<file path="src/rtl/paddle_move_sched_if.sv">
// Signal bundle between the paddle move scheduler and its surroundings
// (key debounce, ball tracker, paddle generator).
interface paddle_move_sched_if;
  logic        iFRAME_TICK;
  logic        iGAME_RUN;
  logic        iKEY_LEFT;
  logic        iKEY_RIGHT;
  logic        iAUTO_EN;
  logic [10:0] iBALL_X;
  logic [10:0] iBLOCK_X1;
  logic [10:0] iBLOCK_X2;
  logic        oMOVE_LEFT;
  logic        oMOVE_RIGHT;
  logic        oAUTO_ACT;

  modport master (
    output iFRAME_TICK, iGAME_RUN, iKEY_LEFT, iKEY_RIGHT, iAUTO_EN,
    output iBALL_X, iBLOCK_X1, iBLOCK_X2,
    input  oMOVE_LEFT, oMOVE_RIGHT, oAUTO_ACT
  );

  modport slave (
    input  iFRAME_TICK, iGAME_RUN, iKEY_LEFT, iKEY_RIGHT, iAUTO_EN,
    input  iBALL_X, iBLOCK_X1, iBLOCK_X2,
    output oMOVE_LEFT, oMOVE_RIGHT, oAUTO_ACT
  );
endinterface

</file>
<file path="src/rtl/paddle_move_sched.sv">
// Frame-paced paddle move scheduler: manual press-and-hold auto-repeat with an
// auto-play tracker that takes over after a period of manual inactivity.
module paddle_move_sched #(
  parameter int unsigned REPEAT_DLY = 16,
  parameter int unsigned REPEAT_PER = 4,
  parameter int unsigned AUTO_PER   = 2,
  parameter int unsigned TAKEOVER   = 120,
  parameter int unsigned DEADBAND   = 8
) (
  input logic              iCLK,
  input logic              iRST_n,
  paddle_move_sched_if.slave bus
);

  localparam int unsigned CntMax = (REPEAT_DLY > REPEAT_PER) ? REPEAT_DLY : REPEAT_PER;
  localparam int unsigned CntW   = $clog2(CntMax + 1);
  localparam int unsigned ToW    = $clog2(TAKEOVER + 1);
  localparam int unsigned AutoW  = (AUTO_PER > 1) ? $clog2(AUTO_PER) : 1;

  localparam logic [CntW-1:0]  DlyLast  = CntW'(REPEAT_DLY - 1);
  localparam logic [CntW-1:0]  PerLast  = CntW'(REPEAT_PER - 1);
  localparam logic [AutoW-1:0] AutoLast = AutoW'(AUTO_PER - 1);

  typedef enum logic [1:0] {StIdle, StHold, StRpt} state_e;

  state_e           state_q, state_d;
  logic [CntW-1:0]  cnt_q, cnt_d;
  logic [1:0]       dir_q, dir_d;      // {left, right}, at most one bit set
  logic [ToW-1:0]   to_q, to_d;
  logic [AutoW-1:0] ac_q, ac_d;
  logic             auto_act_q, auto_act_d;
  logic             left_q, right_q;

  logic       tick, run;
  logic [1:0] dir;
  logic [1:0] man_mv, auto_mv, mv;
  logic [11:0] thr_l, thr_r, ball;

  assign tick = bus.iFRAME_TICK;
  assign run  = bus.iGAME_RUN;
  assign dir  = {bus.iKEY_LEFT & ~bus.iKEY_RIGHT, bus.iKEY_RIGHT & ~bus.iKEY_LEFT};

  // 12-bit edges so neither the +DEADBAND nor the -DEADBAND side can wrap.
  assign ball  = {1'b0, bus.iBALL_X};
  assign thr_l = {1'b0, bus.iBLOCK_X1} + 12'(DEADBAND);
  assign thr_r = ({1'b0, bus.iBLOCK_X2} < 12'(DEADBAND)) ? 12'd0
                                                         : {1'b0, bus.iBLOCK_X2} - 12'(DEADBAND);

  // State register
  always_ff @(posedge iCLK or negedge iRST_n) begin
    if (!iRST_n) state_q <= StIdle;
    else         state_q <= state_d;
  end

  // Next-state logic
  always_comb begin
    state_d = state_q;
    if (!run) begin
      state_d = StIdle;
    end else if (tick) begin
      case (state_q)
        StIdle: if (dir != 2'b00) state_d = StHold;
        StHold: begin
          if (dir == 2'b00)        state_d = StIdle;
          else if (dir != dir_q)   state_d = StHold;
          else if (cnt_q == DlyLast) state_d = StRpt;
        end
        StRpt: begin
          if (dir == 2'b00)      state_d = StIdle;
          else if (dir != dir_q) state_d = StHold;
        end
        default: state_d = StIdle;
      endcase
    end
  end

  // Output logic: manual move decision plus hold counter / latched direction
  always_comb begin
    cnt_d  = cnt_q;
    dir_d  = dir_q;
    man_mv = 2'b00;
    if (!run) begin
      cnt_d = '0;
      dir_d = 2'b00;
    end else if (tick) begin
      case (state_q)
        StIdle: begin
          if (dir != 2'b00) begin
            man_mv = dir;
            dir_d  = dir;
            cnt_d  = '0;
          end
        end
        StHold, StRpt: begin
          if (dir == 2'b00) begin
            cnt_d = '0;
          end else if (dir != dir_q) begin
            man_mv = dir;
            dir_d  = dir;
            cnt_d  = '0;
          end else if (cnt_q == ((state_q == StHold) ? DlyLast : PerLast)) begin
            man_mv = dir;
            cnt_d  = '0;
          end else begin
            cnt_d = cnt_q + CntW'(1);
          end
        end
        default: cnt_d = '0;
      endcase
    end
  end

  // Takeover, auto frame counter and auto-play ownership
  always_comb begin
    to_d       = to_q;
    ac_d       = ac_q;
    auto_act_d = auto_act_q;
    if (!run) begin
      to_d       = '0;
      ac_d       = '0;
      auto_act_d = 1'b0;
    end else if (tick) begin
      if (dir != 2'b00)  to_d = ToW'(TAKEOVER);
      else if (to_q != '0) to_d = to_q - ToW'(1);
      ac_d       = (ac_q == AutoLast) ? '0 : ac_q + AutoW'(1);
      auto_act_d = bus.iAUTO_EN & (to_d == '0) & (state_d == StIdle);
    end
  end

  // Manual activity of any kind vetoes the tracker on this tick.
  always_comb begin
    auto_mv = 2'b00;
    if (auto_act_q && (ac_q == '0) && (dir == 2'b00) && (state_q == StIdle)) begin
      if (ball < thr_l)      auto_mv = 2'b10;
      else if (ball > thr_r) auto_mv = 2'b01;
    end
    mv = (man_mv != 2'b00) ? man_mv : auto_mv;
  end

  always_ff @(posedge iCLK or negedge iRST_n) begin
    if (!iRST_n) begin
      cnt_q      <= '0;
      dir_q      <= 2'b00;
      to_q       <= '0;
      ac_q       <= '0;
      auto_act_q <= 1'b0;
      left_q     <= 1'b0;
      right_q    <= 1'b0;
    end else begin
      cnt_q      <= cnt_d;
      dir_q      <= dir_d;
      to_q       <= to_d;
      ac_q       <= ac_d;
      auto_act_q <= auto_act_d;
      left_q     <= run & tick & mv[1];
      right_q    <= run & tick & mv[0];
    end
  end

  assign bus.oMOVE_LEFT  = left_q;
  assign bus.oMOVE_RIGHT = right_q;
  assign bus.oAUTO_ACT   = auto_act_q;

endmodule

</file>
<file path="src/flat_wrapper.sv">
// flat-port wrapper written by rule: the top's interface ports become plain ports
module paddle_move_sched_flat 
#(
  parameter int unsigned REPEAT_DLY = 16,
  parameter int unsigned REPEAT_PER = 4,
  parameter int unsigned AUTO_PER   = 2,
  parameter int unsigned TAKEOVER   = 120,
  parameter int unsigned DEADBAND   = 8
)
  (iCLK, iRST_n, bus_iFRAME_TICK, bus_iGAME_RUN, bus_iKEY_LEFT, bus_iKEY_RIGHT, bus_iAUTO_EN, bus_iBALL_X, bus_iBLOCK_X1, bus_iBLOCK_X2, bus_oMOVE_LEFT, bus_oMOVE_RIGHT, bus_oAUTO_ACT);
  paddle_move_sched_if bus_i ();
  input logic iCLK;
  input logic iRST_n;
  input wire logic [$bits(bus_i.iFRAME_TICK)-1:0] bus_iFRAME_TICK;
  input wire logic [$bits(bus_i.iGAME_RUN)-1:0] bus_iGAME_RUN;
  input wire logic [$bits(bus_i.iKEY_LEFT)-1:0] bus_iKEY_LEFT;
  input wire logic [$bits(bus_i.iKEY_RIGHT)-1:0] bus_iKEY_RIGHT;
  input wire logic [$bits(bus_i.iAUTO_EN)-1:0] bus_iAUTO_EN;
  input wire logic [$bits(bus_i.iBALL_X)-1:0] bus_iBALL_X;
  input wire logic [$bits(bus_i.iBLOCK_X1)-1:0] bus_iBLOCK_X1;
  input wire logic [$bits(bus_i.iBLOCK_X2)-1:0] bus_iBLOCK_X2;
  output wire logic [$bits(bus_i.oMOVE_LEFT)-1:0] bus_oMOVE_LEFT;
  output wire logic [$bits(bus_i.oMOVE_RIGHT)-1:0] bus_oMOVE_RIGHT;
  output wire logic [$bits(bus_i.oAUTO_ACT)-1:0] bus_oAUTO_ACT;
  assign bus_i.iFRAME_TICK = bus_iFRAME_TICK;
  assign bus_i.iGAME_RUN = bus_iGAME_RUN;
  assign bus_i.iKEY_LEFT = bus_iKEY_LEFT;
  assign bus_i.iKEY_RIGHT = bus_iKEY_RIGHT;
  assign bus_i.iAUTO_EN = bus_iAUTO_EN;
  assign bus_i.iBALL_X = bus_iBALL_X;
  assign bus_i.iBLOCK_X1 = bus_iBLOCK_X1;
  assign bus_i.iBLOCK_X2 = bus_iBLOCK_X2;
  assign bus_oMOVE_LEFT = bus_i.oMOVE_LEFT;
  assign bus_oMOVE_RIGHT = bus_i.oMOVE_RIGHT;
  assign bus_oAUTO_ACT = bus_i.oAUTO_ACT;
  paddle_move_sched #(.REPEAT_DLY(REPEAT_DLY), .REPEAT_PER(REPEAT_PER), .AUTO_PER(AUTO_PER), .TAKEOVER(TAKEOVER), .DEADBAND(DEADBAND)) u_core (.iCLK(iCLK), .iRST_n(iRST_n), .bus(bus_i));
endmodule
</file>
<file path="config.mk">
export PLATFORM = sky130hd
export DESIGN_NAME = paddle_move_sched_flat
export DESIGN_NICKNAME = d
export VERILOG_FILES = /design/src/rtl/paddle_move_sched_if.sv /design/src/rtl/paddle_move_sched.sv /design/src/flat_wrapper.sv
export SDC_FILE = /design/constraint.sdc
export NUM_CORES = 1
export LEC_CHECK = 0
export BUFFER_PORTS_ARGS = -buffer_cell sky130_fd_sc_hd__buf_2
export CAP_MARGIN = 15
export CORE_MARGIN = 5
export CORE_UTILIZATION = 50
export CTS_BUF_LIST = sky130_fd_sc_hd__clkbuf_2 sky130_fd_sc_hd__clkbuf_4 sky130_fd_sc_hd__clkbuf_8
export CTS_CLUSTER_SIZE = 14
export DETAILED_ROUTE_END_ITERATION = 12
export PLACE_DENSITY = 0.76
export SLEW_MARGIN = 10
export SYNTH_ARGS = -nofsm -noshare
export SYNTH_HDL_FRONTEND = slang
export SYNTH_SLANG_ARGS = --single-unit
</file>
<file path="constraint.sdc">
create_clock -name iCLK -period 2.18 [get_ports iCLK]
set_input_delay 0 -clock iCLK [delete_from_list [all_inputs] [get_ports iCLK]]
set_output_delay 0 -clock iCLK [all_outputs]
set_load 0.03 [all_outputs]
</file>
Yosys cells after proc, flatten, opt, wreduce, memory -nomap -nowiden
Cells that the tools add are included.
{"block": "totals", "reg_bits": 20, "inputBits": 40, "output_inout_bits": 3, "wordCells": 95}
{"block": "op_classes", "n_addsub": 5, "magnitude_cmp": 3, "n_eq_ne": 10, "n_mux": 46, "n_bitwise": 10, "n_reduce_logical": 13}
{"cell": "$mux W2", "count": 22}
{"cell": "$mux W7", "count": 6}
{"cell": "$mux W5", "count": 6}
{"cell": "$add A11 B4 Y12 const B", "count": 1}
{"cell": "$gt A11 B12 Y1", "count": 1}
{"cell": "$lt A11 B12 Y1", "count": 1}
{"cell": "$mux W12", "count": 1}
{"cell": "$sub A11 B4 Y12 const B", "count": 1}
{"cell": "$lt A11 B4 Y1 const B", "count": 1}
{"cell": "$pmux W5 S2", "count": 1}
{"cell": "$pmux W2 S2", "count": 2}
{"cell": "$and A1 B1 Y1", "count": 7}
{"cell": "$logic_not A7 Y1", "count": 1}
{"cell": "$reduce_bool A7 Y1", "count": 1}
{"cell": "$sub A7 B1 Y7 const B", "count": 1}
{"cell": "$logic_not A2 Y1", "count": 3}
{"cell": "$mux W1", "count": 6}
{"cell": "$ne A3 B2 Y1 const B", "count": 2}
{"cell": "$pmux W2 S3", "count": 1}
{"cell": "$add A5 B1 Y5 const B", "count": 1}
{"cell": "$eq A5 B4 Y1 const B", "count": 1}
{"cell": "$eq A5 B5 Y1", "count": 1}
{"cell": "$reduce_and A5 Y1", "count": 1}
{"cell": "$mux W4", "count": 1}
{"cell": "other kinds (12)", "count": 17}

Depth between registers and ports, before layout
Gate-level depths: netlist (run 1).
{"block": "logic_depth", "ltp_word": 12, "ltp_mapped": 11, "ltp_nobuf": 11}

Worst setup path before layout (run 1)
No wires, ideal clock.
{"block": "synth_timing", "kind": "register to register", "start": "register u_core.state_q[1]", "end": "register u_core.cnt_q[2]", "setup_time_ps": 104, "t_arrival_ps": 1730, "required_ps": 2076, "slack_ps": 347, "stages_incl_launch_ff": 8, "n_path_buf": 0, "period_less_slack_ps": 1833, "path_cell_list": "dfrtp_1 -> inv_1 -> ha_1 -> and3_1 -> o211ai_1 -> nand4_1 -> or4b_1 -> o311ai_1"}
{"block": "synth_between", "elab_chain_len": 9, "elab_cells_between_ends": 14, "classes_between": "eq/ne (4); mux (7); reduce/logical (3)"}
{"item": "start: declaration", "line": "paddle_move_sched.sv:26", "source": "state_e state_q, state_d;"}
{"item": "start signal: assignment", "line": "paddle_move_sched.sv:51", "source": "if (!iRST_n) state_q <= StIdle;"}
{"item": "start signal: assignment", "line": "paddle_move_sched.sv:52", "source": "else state_q <= state_d;"}
{"item": "$eq A2 B1 Y1", "line": "paddle_move_sched.sv:86, paddle_move_sched.sv:101"}
{"item": "$mux W4", "line": "paddle_move_sched.sv:101", "source": "end else if (cnt_q == ((state_q == StHold) ? DlyLast : PerLast)) begin"}
{"item": "$eq A5 B5 Y1", "line": "paddle_move_sched.sv:101"}
{"item": "$mux W5", "line": "paddle_move_sched.sv:101"}
{"item": "$mux W5", "line": "paddle_move_sched.sv:97", "source": "end else if (dir != dir_q) begin"}
{"item": "$mux W5", "line": "paddle_move_sched.sv:95", "source": "if (dir == 2'b00) begin"}
{"item": "$pmux W5 S2", "line": "paddle_move_sched.sv:86", "source": "case (state_q)"}
{"item": "$mux W5", "line": "paddle_move_sched.sv:85", "source": "end else if (tick) begin"}
{"item": "$mux W5", "line": "paddle_move_sched.sv:82", "source": "if (!run) begin"}
{"item": "end signal: assignment", "line": "paddle_move_sched.sv:150", "source": "cnt_q <= cnt_d;"}
{"item": "end: declaration", "line": "paddle_move_sched.sv:27", "source": "logic [CntW-1:0] cnt_q, cnt_d;"}
Parallel ways exist; a longest one is shown, timed or not. The select of a mux whose other input is x is not followed.
A chain may end at the register's enable or synchronous reset.

Worst setup path in the final report (run 1)
{"block": "layout_timing", "start": "register u_core.cnt_q[0]", "end": "register u_core.auto_act_q (netlist: u_core.bus.oAUTO_ACT)"}
{"block": "layout_between", "elab_chain_len": 11}
{"item": "$eq A5 B4 Y1", "line": "paddle_move_sched.sv:66", "source": "else if (cnt_q == DlyLast) state_d = StRpt;"}
{"item": "$mux W2", "line": "paddle_move_sched.sv:66"}
{"item": "$mux W2", "line": "paddle_move_sched.sv:65", "source": "else if (dir != dir_q) state_d = StHold;"}
{"item": "$mux W2", "line": "paddle_move_sched.sv:64", "source": "if (dir == 2'b00) state_d = StIdle;"}
{"item": "$pmux W2 S3", "line": "paddle_move_sched.sv:61", "source": "case (state_q)"}
{"item": "$mux W2", "line": "paddle_move_sched.sv:60", "source": "end else if (tick) begin"}
{"item": "$mux W2", "line": "paddle_move_sched.sv:58", "source": "if (!run) begin"}
{"item": "via u_core.state_d[0]", "line": "paddle_move_sched.sv:26"}
{"item": "$logic_not A2 Y1", "line": "paddle_move_sched.sv:126", "source": "auto_act_d = bus.iAUTO_EN & (to_d == '0) & (state_d == StIdle);"}
{"item": "$and A1 B1 Y1", "line": "paddle_move_sched.sv:126"}
{"item": "$mux W1", "line": "paddle_move_sched.sv:122", "source": "end else if (tick) begin"}
{"item": "$mux W1", "line": "paddle_move_sched.sv:118", "source": "if (!run) begin"}
{"item": "end signal: assignment", "line": "paddle_move_sched.sv:154", "source": "auto_act_q <= auto_act_d;"}
{"item": "end: declaration", "line": "paddle_move_sched.sv:31", "source": "logic auto_act_q, auto_act_d;"}
The timed path passes the listed nets, and every way through them passes these cells. The select of a mux whose other input is x is not followed.

==> results_dict.tcl, run 1 <==
set metrics [dict create \
    ant_nets 0 \
    rrSetupSlack_ns 0.07 \
    htreeDepth 1 \
    routed_wl_mm 4.951 \
    cts_sinks 20 \
    nets 384 \
    setup_viol 0 \
    cts_buffers 3 \
    slew_headroom_pct 68.29 \
    cts-root-buf "clkbuf_8" \
    vias 2016 \
    placed_area_sq_mm 0.002414 \
    tightest_slew_ns 0.4757 \
    yosys_most_used_dff "dfrtp_1" \
    cts_setup_buffers 0 \
    syn_inst 264 \
    ys_seq_area_share_pct 23.23 \
    startpoint_type "flop" \
    finish.utilization_pct 60.72 \
    cts_buffer_depth 2 \
    core.rowCount 23 \
    crit_type "flop to flop" \
    end_kind "flop" \
    place_congestion 0.9546 \
    top_layer "met4" \
    cp.required_ns 2.38 \
    powerDensity_mw_per_mm2 457.1 \
    hold_class "input pin to flop" \
    antenna_found_initial 0 \
    synth-edff-count 0 \
    start_util_pct 52.73 \
    viasPerCell 5.631 \
    grt_setup_unrepaired "yes" \
    grt_start_max_net_pins 21 \
    diodes 0 \
    io_buffers 42 \
    wl_per_cell_um 13.83 \
    multi_input_area_sq_mm 0.001545 \
    endpoint "u_core.bus.oAUTO_ACT$_DFFE_PN0P_" \
    yosys.area.top_type "dfrtp_1" \
    wl_met3_um 170 \
    design_area_sq_mm 0.002481 \
    postSynthAreaPerCell_sq_um 8.161 \
    maxCapViolCount 0 \
    worst_slack_ns 0.07441 \
    io_pins 43 \
    max_freq_mhz 474.9 \
    r2r-end "u_core.bus.oAUTO_ACT$_DFFE_PN0P_" \
    worstHoldStart "bus_iGAME_RUN" \
    drc_errors 0 \
    fillCellCount 376 \
    grt_pass1_wl_mm 8.500 \
    synth-seq-cells 20 \
    worst_ep_arrival_time_ns 2.31 \
    crit_start "u_core.cnt_q[0]$_DFFE_PN0P_" \
    ff_latch_area_sq_um 500.5 \
    drv_slew 0 \
    peakVddDrop_mv 0.3799 \
    clk_pin_slew_ns 0.07 \
    grt.overflow.total 0 \
    holdPathStages 3 \
    first_global_vias 1955 \
    dpl_worst_slack_ns 0.01950 \
    crit_path_max_fanout 4 \
    clk-insertion-delay-late_ns 0.26 \
    yosysWarningCount 0 \
    min_period_ns 2.106 \
    p_leak_nw 1.211 \
    status "finished clean" \
    dp.final_hpwl_mm 4.079 \
    synth_common_cells "ha_1, nand2_1, inv_1, dfrtp_1, nor2_1" \
    finalHoldViolCount 0 \
    synth_most_common_cell "ha_1" \
    synth_area_sq_mm 0.002155 \
    syn_nets 339 \
    fin_skew_ns 0.0005444 \
    drt_pass1_iterations 4 \
    wl_met1_mm 2.412 \
    fin_crit_sh_pct 96.59 \
    drtIter0Drc 108 \
    r2r_cells 8 \
    die_area_sq_mm 0.005722 \
    totalPowerFinal_mw 1.134 \
    chipWidth_um 75.65 \
    yosysUniqueCellTypes 52 \
    yosys.area.top_type_share_pct 23.23 \
    wl_met2_mm 2.352 \
    totalNegativeSetupSlack_ns 0 \
    rr_startpoint "u_core.cnt_q[0]$_DFFE_PN0P_" \
    synth.area.top_cells "dfrtp_1, ha_1, nand2_1" \
    die_h_um 75.65 \
    drive_gt1_share_pct 19.16 \
    async_flop_share_pct 100.0 \
    coreArea_sq_mm 0.004086 \
    area_growth_syn_to_layout_pct 15.16 \
    grt.total_usage_pct 18.79 \
    cts_tree "built" \
]
==> worst min path at each step <==
| stage | endpoint | slack, ns |
|---|---|---|
| 2_1_floorplan | u_core.ac_q$_DFFE_PN0P_ | -0.30 |
| 3_3_place_gp | u_core.cnt_q[3]$_DFFE_PN0P_ | -0.02 |
| 6_report | u_core.dir_q[1]$_DFFE_PN0P_ | 0.07 |
| 3_5_place_dp | u_core.cnt_q[3]$_DFFE_PN0P_ | -0.01 |
| 4_1_cts | u_core.dir_q[1]$_DFFE_PN0P_ | 0.07 |
| 5_1_grt | u_core.dir_q[1]$_DFFE_PN0P_ | 0.11 |
==> critical path, cell delays in order, from the launching register on <==
cell and delay (ns):
dfrtp_1 0.39, ha_1 0.17, and3_1 0.16, ha_1 0.16, nand2b_1 0.06, a2111oi_0 0.41
o21ai_0 0.22, a311oi_1 0.27, a32o_2 0.21
==> power breakdown <==
group	switching [mW]	internal (mW)	leakage [nW]
registers	0.0313	0.392	0.271
logic	0.240	0.184	0.911
clock network	0.126	0.161	0.0288
==> placed cells by master (no fill, tap or decap), types with 2 or more instances in the layout <==
master	count
nor2b_1	5
nor3b_1	2
inv_1	21
buf_4	2
nand2_1	29
clkbuf_8	4
buf_2	42
nor2_1	17
nor3_1	12
o22ai_1	3
ha_1	34
o21ai_1	3
nand2b_1	2
and3_1	5
xor2_1	8
nand3_1	12
dfrtp_1	20
a211oi_1	4
mux2i_1	2
or4_1	3
nand4_1	7
and2_1	5
a21oi_1	13
a22oi_1	3
o31ai_1	4
o211ai_1	2
o21ai_0	11
xnor2_1	7
==> cell families (layout without fill, tap and decap cells) <==
kind of cell	after synthesis	after routing	share of synthesized area (%)
compound gates	54	54	16.09
flops	20	20	23.23
buf+inv	27	71	5.168
fa+ha+maj	35	35	20.33
mux	3	3	1.452
simple gates	110	110	27.64
xor+xnor	15	15	6.098
==> routing by layer <==
metal / vias up / track usage, %
met4: 0 / 3.495
met1: 927 / 26.22
li1: 1052 / -
met2: 35 / 30.97
met3: 2 / 3.034
met5: - / 0
==> metrics by stage <==
step | cells | hold WS [ns]
2_1_floorplan | 264 | -0.2956
3_3_place_gp | 353 | -0.02107
3_5_place_dp | 353 | -0.01478
4_1_cts | 358 | 0.06740
5_1_grt | 358 | 0.1146
6_report | 358 | 0.07350
==> final cells by class <==
type,count,share of cell area (%)
multi-input combinational,217,62.28
inverter,22,3.328
tap,50,2.521
clock buffer,4,2.219
timing repair buffer,45,9.481
sequential,20,20.17
==> sequential cells by signal, indices dropped and copies added, names as in the netlist <==
signal / flops
u_core.to_q: 7
u_core.cnt_q: 5
u_core.dir_q: 2
u_core.state_q: 2
u_core.ac_q: 1
u_core.bus.oAUTO_ACT: 1
u_core.bus.oMOVE_LEFT: 1
u_core.bus.oMOVE_RIGHT: 1
==> what timing repair did <==
action / in CTS / in global routing
endpoints found under the setup margin: 0 / 3
hold endpoints to repair: 20 / 0
hold buffers: 1 / 0
gates resized for setup: 0 / 1
Power figures use the tool's default switching activity.
==> inputs of run 2 (changes only) <==
clock period = 2.3 ns   (was 2.18 ns; I/O delays follow)
==> run 2 against run 1 <==
Register-to-register slack better by 0.10 ns. Clock power is 25% higher. Cell area hardly changed. Largest cell class unchanged.
==> results_dict.tcl, run 2 (synthesis results as in run 1) <==
set metrics [dict create \
    setup_viol 0 \
    first_global_vias 1926 \
    final_cells 356 \
    min_period_ns 2.122 \
    power.switching_mw 0.3771 \
    grt_pass1_wl_mm 8.694 \
    finish.utilization_pct 60.69 \
    dp.final_hpwl_mm 3.956 \
    rr_startpoint "u_core.cnt_q[0]$_DFFE_PN0P_" \
    dpl_worst_slack_ns 0.1832 \
    most-common-layout-cells "buf_2, ha_1, nand2_1, inv_1, dfrtp_1" \
    nets 382 \
    viasPerCell 5.722 \
    largest_reg_flops 7 \
    ant_nets 0 \
    clk-insertion-delay-late_ns 0.27 \
    cp_cell_sequence "ha_1, and3_1, ha_1, nand2b_1, a2111oi_0, o21ai_0, a311oi_1, a32o_2" \
    drive_gt1_share_pct 18.30 \
    startpoint_type "flop" \
    worst_slack_ns 0.1777 \
    routed_wl_mm 4.908 \
    crit_slowest_cell "dfrtp_1" \
    cpPeakStageDelay_ns 0.39 \
    hold_class "input pin to flop" \
    fin_crit_sh_pct 92.27 \
    maxCapViolCount 0 \
    totalNegativeSetupSlack_ns 0 \
    layout_commonest_cell "buf_2" \
    worst_ep_arrival_time_ns 2.33 \
    fillCellCount 387 \
    core.rowCount 23 \
    finalHoldViolCount 0 \
    worstHoldStart "bus_iGAME_RUN" \
    reg_top3 "u_core.to_q (7), u_core.cnt_q (5)" \
    tightest_slew_ns 0.4779 \
    cts_sinks 20 \
    cts_buffer_depth 2 \
    place_congestion 0.9670 \
    io_buffers 42 \
    p_comb_share_pct 34.1 \
    crit_type "flop to flop" \
    max_freq_mhz 471.2 \
    slew_headroom_pct 68.14 \
    htreeDepth 1 \
    fin_skew_ns 0.008076 \
    drtIter0Drc 196 \
    status "finished clean" \
    cts_tree "built" \
    cts_buffers 3 \
    io_pins 43 \
    powerDensity_mw_per_mm2 465.0 \
    rrSetupSlack_ns 0.18 \
    multi_input_area_sq_mm 0.001543 \
    top_register "u_core.to_q" \
    chipWidth_um 75.65 \
    antenna_found_initial 0 \
    drc_errors 0 \
    p_int_mw 0.7761 \
    drt_pass1_iterations 4 \
    grt_setup_unrepaired "no" \
    grt.overflow.total 0 \
    wl_per_cell_um 13.79 \
    p_leak_nw 1.208 \
    p_sw_share_pct 32.70 \
    end_kind "flop" \
    path_common_cell "ha_1" \
    coreArea_sq_mm 0.004086 \
    die_h_um 75.65 \
    peakVddDrop_mv 0.3527 \
    cp.required_ns 2.51 \
    clk_pin_slew_ns 0.08 \
    cts_resized 0 \
    pwr-share-clk_pct 31.1 \
    cts-root-buf "clkbuf_8" \
    vias 2037 \
    area_growth_syn_to_layout_pct 15.10 \
    die_area_sq_mm 0.005722 \
    grt.total_usage_pct 19.32 \
    grt_start_max_net_pins 21 \
    pwr-share-seq_pct 34.8 \
    placed_cells 351 \
    start_util_pct 52.73 \
    drv_slew 0 \
    ff_latch_area_sq_um 500.5 \
    crit_start "u_core.cnt_q[0]$_DFFE_PN0P_" \
    diodes 0 \
    crit_path_max_fanout 4 \
]
run 2: changes by cell type in the layout (fill, tap and decap cells not counted):
cell	delta
ha_2	-1
buf_4	-2
bufinv_16	+1
ha_1	+1
clkbuf_8	-1
run 2: critical path: cells and delay by family (launching register included):
family / cells / cell delay, ns
compound gates: 4 / 1.02
fa+ha+maj: 2 / 0.40
flops: 1 / 0.39
simple gates: 2 / 0.25
run 2: cell type report:
type                    count  share of cell area (%)
multi-input cells         217                   62.21
flip-flops and latches     20                   20.18
repair buffers             43                   8.880
inverters                  22                   3.330
well taps                  50                   2.523
clock buffers               3                   1.665
clock inverters             1                   1.211
run 2: worst paths after layout:
check / depth (start not counted) / to
max: 8 / u_core.bus.oAUTO_ACT$_DFFE_PN0P_
min: 3 / u_core.dir_q[1]$_DFFE_PN0P_
max reg2reg: 8 / u_core.bus.oAUTO_ACT$_DFFE_PN0P_
min reg2reg: 2 / u_core.cnt_q[4]$_DFFE_PN0P_
max in group asynchronous: 2 / u_core.dir_q[1]$_DFFE_PN0P_
min in group asynchronous: 2 / u_core.cnt_q[1]$_DFFE_PN0P_
run 2: power groups by stage:
stage                     Combinational, mW  Clock, mW  Sequential (mW)
after global placement                0.385          0            0.406
after CTS                             0.392      0.363            0.401
after global routing                  0.454      0.383            0.405
final                                 0.394      0.358            0.401
after detailed placement              0.389          0            0.406
after floorplan                       0.282          0            0.403
run 2: metrics by stage:
stage / area [sq um] / hold slack (ns) / power, mW
2_1_floorplan: 2155 / -0.2956 / 0.6850
3_3_place_gp: 2399 / -0.01764 / 0.7903
3_5_place_dp: 2399 / -0.01531 / 0.7950
4_1_cts: 2480 / 0.05984 / 1.156
5_1_grt: 2480 / 0.08833 / 1.242
6_report: 2480 / 0.07108 / 1.153
run 2: what timing repair did:
item                      CTS  global route
hold buffers                1             0
setup buffers               0             0
hold endpoints to repair   20             0
run 2: layer usage:
| layer | part of all wire, % | GRT usage (%) | wire length [um] |
|---|---|---|---|
| met1 | 49 | 27.45 | 2402 |
| met2 | 45 | 30.39 | 2197 |
| met3 | 5.2 | 4.354 | 256 |
| met4 | 1.0 | 3.495 | 51 |
| met5 | 0 | 0 | 0 |
==> inputs of run 3 (changes only) <==
CTS_BUF_LIST = sky130_fd_sc_hd__clkbuf_16   (was sky130_fd_sc_hd__clkbuf_2 sky130_fd_sc_hd__clkbuf_4 sky130_fd_sc_hd__clkbuf_8)
==> run 3 against run 2 <==
Core utilization up 0.86 points. Clock skew is 0.0059 ns lower. First-iteration DRC count fell by 19%. Fmax is essentially flat.
==> results_dict.tcl, run 3 (synthesis results as in run 1) <==
set metrics [dict create \
    status "finished clean" \
    place_congestion 0.9670 \
    hold_class "input pin to flop" \
    rrSetupSlack_ns 0.18 \
    wl_per_cell_um 14.16 \
    ant_nets 0 \
    startpoint_type "flop" \
    crit_type "flop to flop" \
    tightest_slew_ns 0.4993 \
    antenna_found_initial 0 \
    peakVddDrop_mv 0.4588 \
    worst_ep_arrival_time_ns 2.32 \
    totalPowerFinal_mw 1.276 \
    die_h_um 75.65 \
    cts_buffer_depth 2 \
    htreeDepth 1 \
    cts_tree "built" \
    clk-insertion-delay-late_ns 0.25 \
    worstHoldStart "bus_iGAME_RUN" \
    area_growth_syn_to_layout_pct 16.72 \
    start_util_pct 52.73 \
    slew_headroom_pct 66.71 \
    totalNegativeSetupSlack_ns 0 \
    max_freq_mhz 470.9 \
    top_register "u_core.to_q" \
    io_pins 43 \
    diodes 0 \
    most-common-layout-cells "buf_2, ha_1, nand2_1, inv_1, dfrtp_1" \
    drt_pass1_iterations 4 \
    reg_top3 "u_core.to_q (7), u_core.cnt_q (5)" \
    coreArea_sq_mm 0.004086 \
    viasPerCell 5.730 \
    holdPathStages 3 \
    finish.utilization_pct 61.54 \
    placed_area_sq_mm 0.002399 \
    r2r_cells 8 \
    rr_startpoint "u_core.cnt_q[0]$_DFFE_PN0P_" \
    cts_setup_buffers 0 \
    layout_commonest_cell "buf_2" \
    drc_errors 0 \
    io_buffers 42 \
    grt_start_max_net_pins 21 \
    die_area_sq_mm 0.005722 \
    fin_skew_ns 0.002209 \
    finalHoldViolCount 0 \
    cts-root-buf "clkbuf_16" \
    powerDensity_mw_per_mm2 507.2 \
    r2r-end "u_core.bus.oAUTO_ACT$_DFFE_PN0P_" \
    routed_wl_mm 5.042 \
    min_to "u_core.dir_q[1]$_DFFE_PN0P_" \
    grt_setup_unrepaired "no" \
    drive_gt1_share_pct 18.30 \
    grt.overflow.total 0 \
    design_area_sq_mm 0.002515 \
    dp.final_hpwl_mm 3.956 \
    cts_buffers 3 \
    end_kind "flop" \
    chipWidth_um 75.65 \
    fillCellCount 377 \
    clk_pin_slew_ns 0.06 \
    fin_crit_sh_pct 92.34 \
    core.rowCount 23 \
    first_global_vias 1957 \
    cts_sinks 20 \
    crit_path_max_fanout 4 \
    p_leak_nw 1.223 \
    nets 382 \
    grt_pass1_wl_mm 8.659 \
    drv_slew 0 \
    setup_viol 0 \
    maxCapViolCount 0 \
    largest_reg_flops 7 \
    final_cells 356 \
    grt.total_usage_pct 19.24 \
    min_period_ns 2.124 \
    vias 2040 \
    cp.required_ns 2.49 \
    drtIter0Drc 158 \
    placed_cells 351 \
]
==> run 3: cell count changes in the layout (fill, tap and decap cells not counted) <==
cell	before	now
a2111oi_0	1	0
a2111oi_1	0	1
clkbuf_16	0	3
clkbuf_8	3	0
==> run 3: critical path, stage by stage, from the launching register on <==
cell       delay (ns)
dfrtp_1          0.38
ha_1             0.22
and3_1           0.18
ha_1             0.18
nand2b_1         0.07
a2111oi_1        0.36
o21ai_0          0.20
a311oi_1         0.26
a32o_2           0.20
==> run 3: power breakdown <==
| group | total [mW] | internal (mW) | switching [mW] |
|---|---|---|---|
| registers | 0.402 | 0.373 | 0.0295 |
| logic | 0.397 | 0.172 | 0.224 |
| clock network | 0.477 | 0.345 | 0.132 |
| total | 1.28 | 0.890 | 0.385 |
==> run 3: worst max-delay path by stage <==
| stage | startpoint | endpoint |
|---|---|---|
| global route | u_core.cnt_q[0]$_DFFE_PN0P_ | u_core.bus.oAUTO_ACT$_DFFE_PN0P_ |
| CTS | u_core.cnt_q[0]$_DFFE_PN0P_ | u_core.bus.oAUTO_ACT$_DFFE_PN0P_ |
| global placement | bus_iBLOCK_X2[4] | u_core.bus.oMOVE_RIGHT$_DFF_PN0_ |
| detailed placement | bus_iBLOCK_X2[4] | u_core.bus.oMOVE_RIGHT$_DFF_PN0_ |
| finish | u_core.cnt_q[0]$_DFFE_PN0P_ | u_core.bus.oAUTO_ACT$_DFFE_PN0P_ |
| floorplan | u_core.state_q[1]$_DFF_PN0_ | u_core.cnt_q[2]$_DFFE_PN0P_ |
==> run 3: area by class of cell <==
cell class / instances / area [sq um] / area share, %
Inverter: 22 / 82.58 / 3.284
Clock buffer: 3 / 75.07 / 2.985
Multi-Input combinational cell: 217 / 1544 / 61.39
Timing Repair Buffer: 43 / 220.2 / 8.756
Sequential cell: 20 / 500.5 / 19.90
Clock inverter: 1 / 30.03 / 1.194
Tap cell: 50 / 62.56 / 2.488
==> run 3: layer usage <==
metal,routed length [um],share of wire (%),up-vias,GRT usage [%]
met1,2448,49,945,26.80
met2,2306,46,43,30.87
li1,-,-,1044,-
met4,65,1.3,0,3.883
met3,221,4.4,8,4.090
met5,0,0,-,0
==> run 3: repair_timing <==
item                                   CTS  global route
endpoints found under the hold margin   20             0
setup endpoints to repair                0             1
resized for setup                        0             1
hold buffers                             1             0
==> run 3: stage by stage <==
step / setup slack [ns] / hold slack [ns]
floorplan: 0.4665 / -0.2956
global placement: 0.1662 / -0.01764
detailed placement: 0.1832 / -0.01531
CTS: 0.1749 / 0.07528
global route: 0.09579 / 0.1063
finish: 0.1763 / 0.08234
